===== src/rtl/div_nonrestore_pkg.sv =====
// Shared definitions for the non-restoring divider family.
// Holds the controller state encoding and the default iteration count.
package div_nonrestore_pkg;

  // Default operand width; one quotient bit is produced per iteration.
  localparam int ITER_CNT = 32;

  typedef enum logic [1:0] {
    IDLE = 2'd0,
    ITER = 2'd1,
    CORR = 2'd2
  } state_t;

endpackage


===== src/rtl/div_addsub_step.sv =====
// One radix-2 non-restoring iteration: shift the partial remainder left,
// then subtract or add the divisor depending on the current sign.
module div_addsub_step #(
  parameter int DATA_W = 32
) (
  input  logic [DATA_W:0]   r,
  input  logic              q_msb,
  input  logic [DATA_W-1:0] d,
  output logic [DATA_W:0]   r_next,
  output logic              q_bit
);

  logic [DATA_W:0] rs_s;
  logic [DATA_W:0] d_ext_s;

  // Add or subtract the divisor; the sign of the new remainder is the quotient bit.
  always_comb begin
    rs_s    = {r[DATA_W-1:0], q_msb};
    d_ext_s = {1'b0, d};
    if (r[DATA_W]) begin
      r_next = rs_s + d_ext_s;
    end else begin
      r_next = rs_s - d_ext_s;
    end
    q_bit = ~r_next[DATA_W];
  end

endmodule


===== src/rtl/div_nonrestore.sv =====
// Iterative radix-2 non-restoring unsigned divider with a fixed-latency
// start/done handshake (DATA_W+1 edges from start to done, divide-by-zero included).
module div_nonrestore
  import div_nonrestore_pkg::*;
#(
  parameter int DATA_W = ITER_CNT
) (
  input  logic              clk,
  input  logic              rst,
  input  logic              start,
  input  logic [DATA_W-1:0] dividend,
  input  logic [DATA_W-1:0] divisor,
  output logic              busy,
  output logic              done,
  output logic [DATA_W-1:0] quotient,
  output logic [DATA_W-1:0] remainder,
  output logic              div_by_zero
);

  localparam int CW = $clog2(DATA_W + 1);
  localparam logic [CW-1:0] LAST_CNT = CW'(DATA_W - 1);

  state_t            state_r, state_s;
  logic [DATA_W:0]   r_r, r_s, r_step_s, r_fix_s;
  logic [DATA_W-1:0] q_r, q_s;
  logic [DATA_W-1:0] d_r, d_s;
  logic [CW-1:0]     cnt_r, cnt_s;
  logic              dbz_r, dbz_s;
  logic              q_bit_s;
  logic              busy_s, done_s, div_by_zero_s;
  logic [DATA_W-1:0] quotient_s, remainder_s;

  div_addsub_step #(.DATA_W(DATA_W)) u_step (
    .r      (r_r),
    .q_msb  (q_r[DATA_W-1]),
    .d      (d_r),
    .r_next (r_step_s),
    .q_bit  (q_bit_s)
  );

  // Next-state and datapath update; a start pulse overrides whatever is in progress.
  always_comb begin
    state_s       = state_r;
    r_s           = r_r;
    q_s           = q_r;
    d_s           = d_r;
    cnt_s         = cnt_r;
    dbz_s         = dbz_r;
    busy_s        = busy;
    done_s        = 1'b0;
    quotient_s    = quotient;
    remainder_s   = remainder;
    div_by_zero_s = div_by_zero;
    r_fix_s       = r_r;
    if (start) begin
      r_s     = '0;
      q_s     = dividend;
      d_s     = divisor;
      dbz_s   = (divisor == '0);
      cnt_s   = '0;
      state_s = ITER;
      busy_s  = 1'b1;
    end else begin
      case (state_r)
        IDLE: begin
          busy_s = 1'b0;
        end
        ITER: begin
          r_s   = r_step_s;
          q_s   = {q_r[DATA_W-2:0], q_bit_s};
          cnt_s = cnt_r + CW'(1);
          if (cnt_r == LAST_CNT) begin
            state_s = CORR;
          end else begin
            state_s = ITER;
          end
        end
        CORR: begin
          // A negative final remainder still holds one extra divisor subtraction.
          if (r_r[DATA_W]) begin
            r_fix_s = r_r + {1'b0, d_r};
          end else begin
            r_fix_s = r_r;
          end
          r_s           = r_fix_s;
          quotient_s    = q_r;
          remainder_s   = r_fix_s[DATA_W-1:0];
          div_by_zero_s = dbz_r;
          done_s        = 1'b1;
          busy_s        = 1'b0;
          state_s       = IDLE;
        end
        default: begin
          busy_s  = 1'b0;
          state_s = IDLE;
        end
      endcase
    end
  end

  // State, datapath and output registers with synchronous active-low reset.
  always_ff @(posedge clk) begin
    if (!rst) begin
      state_r     <= IDLE;
      r_r         <= '0;
      q_r         <= '0;
      d_r         <= '0;
      cnt_r       <= '0;
      dbz_r       <= 1'b0;
      busy        <= 1'b0;
      done        <= 1'b0;
      quotient    <= '0;
      remainder   <= '0;
      div_by_zero <= 1'b0;
    end else begin
      state_r     <= state_s;
      r_r         <= r_s;
      q_r         <= q_s;
      d_r         <= d_s;
      cnt_r       <= cnt_s;
      dbz_r       <= dbz_s;
      busy        <= busy_s;
      done        <= done_s;
      quotient    <= quotient_s;
      remainder   <= remainder_s;
      div_by_zero <= div_by_zero_s;
    end
  end

endmodule

===== config.mk =====
export PLATFORM = sky130hd
export DESIGN_NAME = div_nonrestore
export DESIGN_NICKNAME = d
export VERILOG_FILES = /design/src/rtl/div_nonrestore_pkg.sv /design/src/rtl/div_addsub_step.sv /design/src/rtl/div_nonrestore.sv
export SDC_FILE = /design/constraint.sdc
export NUM_CORES = 1
export LEC_CHECK = 0
export CORE_MARGIN = 2
export CORE_UTILIZATION = 45
export DETAILED_ROUTE_END_ITERATION = 6
export GPL_TIMING_DRIVEN = 0
export PLACE_DENSITY = 0.67
export SLEW_MARGIN = 40
export SYNTH_ARGS = -nofsm -noshare
export SYNTH_HDL_FRONTEND = slang
export SYNTH_SLANG_ARGS = --single-unit
export TNS_END_PERCENT = 5

===== constraint.sdc =====
create_clock -name clk -period 3.8 [get_ports clk]
set_input_delay 0.38 -clock clk [delete_from_list [all_inputs] [get_ports clk]]
set_output_delay 0.38 -clock clk [all_outputs]
set_load 0.02 [all_outputs]

### Yosys cells after proc, flatten, opt, wreduce, memory -nomap -nowiden

Index checks and enable logic that the tools add are counted.

* register bits after elaboration: 173
* input bits: 67
* output and inout port bits: 67
* word-level logic and storage cells: 41

* add/sub/neg operators: 4
* eq/ne operators: 5
* mux-type cells: 11
* bitwise logic cells: 3
* reduce and logical (&&, ||, !) cells: 6

Operator list (count)
* 33-bit by 32-bit adder with 33-bit output: 2
* 33-bit 2-to-1 mux: 2
* 33-bit case mux with 2 select lines: 1
* 32-bit 2-to-1 mux: 2
* 33-bit by 32-bit subtractor with 33-bit output: 1
* 32-bit logical NOT: 1
* 6-bit by 1-bit adder with 6-bit output (second input constant): 1
* 6-bit by 5-bit equality test with 1-bit output (second input constant): 1
* 1-bit 2-to-1 mux: 4
* 2-bit != test (second input constant): 2
* 2-bit case mux with 2 select lines: 1
* 2-bit nonzero test: 2
* 1-bit inverter: 3
* 2-bit by 1-bit equality test with 1-bit output (second input constant): 1
* 2-bit equality test (second input constant): 1
* 2-bit logical NOT: 1
* 2-bit 2-to-1 mux: 1
* 2-bit AND reduction: 1
* 2-bit OR reduction: 1

### Longest topological paths before layout

* word-level depth: 5
* mapped depth: 21
* depth with buffers taken out: 20

### Modules after synthesis

A second synthesis with hierarchy kept.

* cell total of the unflattened synthesis: 1387
* area, all modules: 11090.6 um^2

Modules (own cells, without submodules)
* div_nonrestore: times used 1, cells an instance 1037, area an instance 8644.5 um^2, seq. area each 3463.3 um^2
* div_addsub_step: times used 1, cells an instance 350, area an instance 2446.1 um^2, seq. area each 0.0 um^2

### Worst setup path before layout

No wires, ideal clock.

* kind: register to register
* start point: register d_r[2]
* end point: register r_r[30]
* library setup time: 0.070 ns
* arrival: 3.901 ns
* data required time: 3.730 ns
* setup slack: -0.171 ns
* stages on the path, launching flop included: 22
* buffers on the path: 1
* clock period less this slack: 3.971 ns
* cell sequence: dfxtp_1 or3_1 or3_1 nor4_2 nand2_1 nor2_1 nand2_1 nand2_1 o21ai_0 xor2_1 ha_1 clkbuf_1 and3_1 nand3_1 o211ai_1 a21o_1 a21o_1 a21oi_1 o41ai_2 xnor2_1 mux2_2 a21oi_1

* longest elaborated chain between the ends: 3
* elaborated cells on any way between the ends: 6
* classes of those cells: 3 x add/sub; 3 x mux

RTL lines
* start, declared: RTL line div_nonrestore.sv:26 `logic [DATA_W-1:0] d_r, d_s;`
* start signal, assigned: RTL line div_nonrestore.sv:119 `d_r <= d_s;`
* 33-bit by 32-bit adder with 33-bit output, or another cell as far along: RTL line div_nonrestore.sv:81 `r_fix_s = r_r + {1'b0, d_r};`
* 33-bit 2-to-1 mux, on equally long branches: RTL line div_nonrestore.sv:80, div_addsub_step.sv:20
* 33-bit case mux with 2 select lines *: RTL line div_nonrestore.sv:64 `case (state_r)`
* end signal, assigned: RTL line div_nonrestore.sv:117 `r_r <= r_s;`
* end, declared: RTL line div_nonrestore.sv:24 `logic [DATA_W:0] r_r, r_s, r_step_s, r_fix_s;`

Mark *: on every way between the ends. The rest lies on a longest branch, timed or not.
A chain may end at the register's enable or synchronous reset.

### Worst setup path after layout

* start point: register d_r[3]
* end point: register r_r[29]

Same word-level chain as after synthesis.

==> results_dict.tcl <==
set metrics [dict create \
    status "complete, but fails checks" \
    violations "setup timing" \
    hold_path.class "reg2reg" \
    p_seq_share_pct 36.3 \
    hp-start "dbz_r" \
    async_flop_share_pct 0 \
    clkTransAtPathRegs_ps 80 \
    layout_common_cells "nor2_1, dfxtp_1, a21oi_1, nand2_1, clkdlybuf4s50_1" \
    synth_fp_nets 1498 \
    critPathTopFamily "simple AND/OR/NAND/NOR gates" \
    grt_use_total_pct 27.53 \
    crit_arrival_ps 4690 \
    tritoncts "yes" \
    regToRegEndpoint "r_r[29]" \
    firstDrtPassIters 6 \
    yosys_register_bits 173 \
    wire_per_inst_um 19.31 \
    setup_viol 16 \
    die_h_um 159.3 \
    fin_nets 1669 \
    gp_congestion 0.9451 \
    antenna_cells 0 \
    netSwitchingPower_w 0.001919 \
    pin_count 134 \
    avgSynthCellArea_um2 7.981 \
    power.share.clock_pct 33.9 \
    finClkSkew_ps 14.52 \
    synth.distinct_cells 78 \
    rsz0062_at_grt "true" \
    wl_met3_um 2804 \
    timing.final.crit_period_ps 4321 \
    drt-met1-wl_um 16190 \
    place_hpwl_um 26700 \
    path_class "reg2reg" \
    cell_internal_pwr_w 0.003490 \
    fin_crit_sh_pct 113.7 \
    drv_cap 0 \
    cts_root_buf "clkbuf_16" \
    hold_depth 2 \
    die_area_um2 25360 \
    critPathBufInv 1 \
    switching_share_pct 35.47 \
    slew_headroom_pct 42.46 \
    grt_max_degree 21 \
    layout_setup_ws_ps -521.4 \
    drt_iter0_drc 1067 \
    slowest_stage "or3b_4" \
    rr_startpoint "d_r[3]" \
    utilization_pct 57.78 \
    antenna_found_initial 0 \
    ys.flop_type "dfxtp_1" \
    fmaxAchievable_mhz 231.4 \
    postRouteAntennaNets 0 \
    route.detailed.drc 0 \
    synthTopCellsByArea "dfxtp_1, ha_1, a21oi_1, mux2i_1, nor2_1" \
    place_ws_ps -992.5 \
    vias_per_cell 5.770 \
    port_buffers 132 \
    hold_violations 0 \
    h-tree-depth 4 \
    rr_worst_depth 17 \
    tightest_slew_ps 863.0 \
    combPwrFrac_pct 29.7 \
    cts.sinks 173 \
    netlist_instances 1359 \
    core_um2 23540 \
    crit_fanout 7 \
    synth_edf_count 0 \
    clock_path_buffers 2 \
    peakVddDrop_v 0.0002440 \
    fp-row-count 56 \
    r2r_slack_ps -520 \
    drive_gt1_share_pct 8.944 \
    min_to "div_by_zero" \
    ys_warn_count 0 \
    met2_length_um 15370 \
    grt_pass1_wl_um 55250 \
    vias 10743 \
    initial_core_util_pct 46.07 \
    seq_area_frac_synth_pct 31.93 \
    cts_buffers 17 \
    grt_overflow_total 0 \
    worstPathCellList "or3_4 > nor3b_4 > nor3b_4 > a21oi_1 > xor2_1 > ha_1 > clkbuf_1 > a21oi_1 > o21bai_1 > a221oi_2 > nor2_1 > or3b_4 > a41o_4 > a31oi_4 > xnor2_1 > mux2i_1 > a31oi_1" \
    syn_area_um2 10850 \
    yosys.area.top_type_share_pct 31.93 \
    grt_pass1_vias 9906 \
    slew_viol_final 0 \
    powerDensity_nw_per_um2 397.7 \
    p_leak_nw 5.564 \
    highest_layer "met4" \
    synthToLayoutAreaGrowth_pct 25.40 \
    final_common_cell "nor2_1" \
    worstSetupStartpointType "flip-flop" \
    cp_slowest_stage_delay_ps 410 \
    clkLatencyLatePin_ps 450 \
    drt-total-wl_um 35960 \
    yosysTopAreaCell "dfxtp_1" \
    worstPathRequired_ps 4170 \
    cp-end-kind "flip-flop" \
    die_w_um 159.3 \
]
Yosys cell counts (3+ instances only):
cell type  count
ha_1          70
mux2i_1       81
and2_1         3
and3_1         9
a22oi_1        5
or3_1          9
or4_1          4
nor2b_1        9
a21oi_1      172
o21a_1         9
nand2_1      141
mux2_2         8
a31oi_1       10
nand4_1       17
nand2b_1       5
a21o_1        45
dfxtp_1      173
clkbuf_1      61
a211oi_1      27
inv_1         21
nand3_1       17
nor2_1       196
o211a_1        3
o21bai_1       7
o22ai_1        3
o21ai_0       46
a31o_2         3
nor4_1        10
nor3_1        22
o211ai_1       3
buf_2          5
buf_1         11
o21ai_1       11
xor2_1        45
xnor2_1       45
a2111oi_0      3
sequential cells by signal, indices dropped and copies added, names as in the netlist:
name and count:
done 1, q_r 32, div_by_zero 1, dbz_r 1, quotient 32, r_r 33, d_r 32, state_r 2
remainder 32, busy 1, cnt_r 6
what timing repair did:
item / in CTS / in global routing
hold buffers: 0 / 0
setup endpoints to repair: 26 / 23
gates resized for setup: 25 / 34
cloned: 0 / 0
pin swaps: 12 / 36
buffers inserted: 6 / 17
through the flow:
stage	std cells	TNS [ps]	instance area (um^2)	hold slack, ps	total power (W)
floorplan	1359	-69.53	10870	432.3	0.003043
global placement	1810	-15640	12590	442.8	0.003410
detailed placement	1810	-16280	12590	446.7	0.003421
CTS	1847	-5489	13330	458.5	0.005293
global route	1862	-7801	13600	470.8	0.005631
finish	1862	-5706	13600	453.2	0.005409
kinds of logic after synthesis:
kind of cell	after synthesis	share of synthesized area [%]
AND/OR/NAND/NOR	452	18.25
AO/OA/AOI/OAI	383	22.29
flip-flops	173	31.93
buffers and inverters	100	3.518
XOR/XNOR	90	7.267
multiplexers	89	8.306
adder cells (fa/ha/maj)	72	8.444
power by group through the flow:
| stage | logic [W] | clock network [W] | registers [W] |
|---|---|---|---|
| 2_1_floorplan | 0.00107 | 0 | 0.00198 |
| 3_3_place_gp | 0.00141 | 0 | 0.00200 |
| 5_1_grt | 0.00174 | 0.00192 | 0.00197 |
| 6_report | 0.00161 | 0.00184 | 0.00197 |
| 3_5_place_dp | 0.00142 | 0 | 0.00201 |
| 4_1_cts | 0.00148 | 0.00185 | 0.00196 |
worst register-to-register path, delay by kind of cell, from the launching register on:
kind,cells,cell delay (ps)
DFF,1,350
xor gates and xnor gates,2,360
adders and majority gates,1,270
buffers and inverters,1,210
AOI/OAI and AO/OA,7,1470
and+or+nand+nor,5,1500
muxes,1,90
routing by layer:
metal | global-route usage [%] | vias to the layer above
met5 | 0 | -
met4 | 12.93 | 0
met3 | 5.731 | 101
met2 | 40.83 | 435
met1 | 38.22 | 5040
li1 | - | 5167
final cells by class:
type	count	area (um^2)
clock inverter	15	193.9
tap	319	399.1
buffer	74	310.3
multi-input combinational	1086	7214
sequential	173	3473
fill	2220	9941
timing repair buffer	155	1498
clock buffer	17	425.4
inverter	23	87.58
worst max-delay path by stage:
stage | depth (start not counted) | to | start | slack [ps]
floorplan | 21 | r_r[30] | d_r[2] | -30
global placement | 17 | r_r[31] | r_r[32] | -990
detailed placement | 17 | r_r[31] | r_r[32] | -990
CTS | 17 | r_r[29] | d_r[2] | -530
global route | 18 | r_r[30] | d_r[3] | -660
finish | 17 | r_r[29] | d_r[3] | -520
No activity file was read; power rests on OpenSTA's default activity.
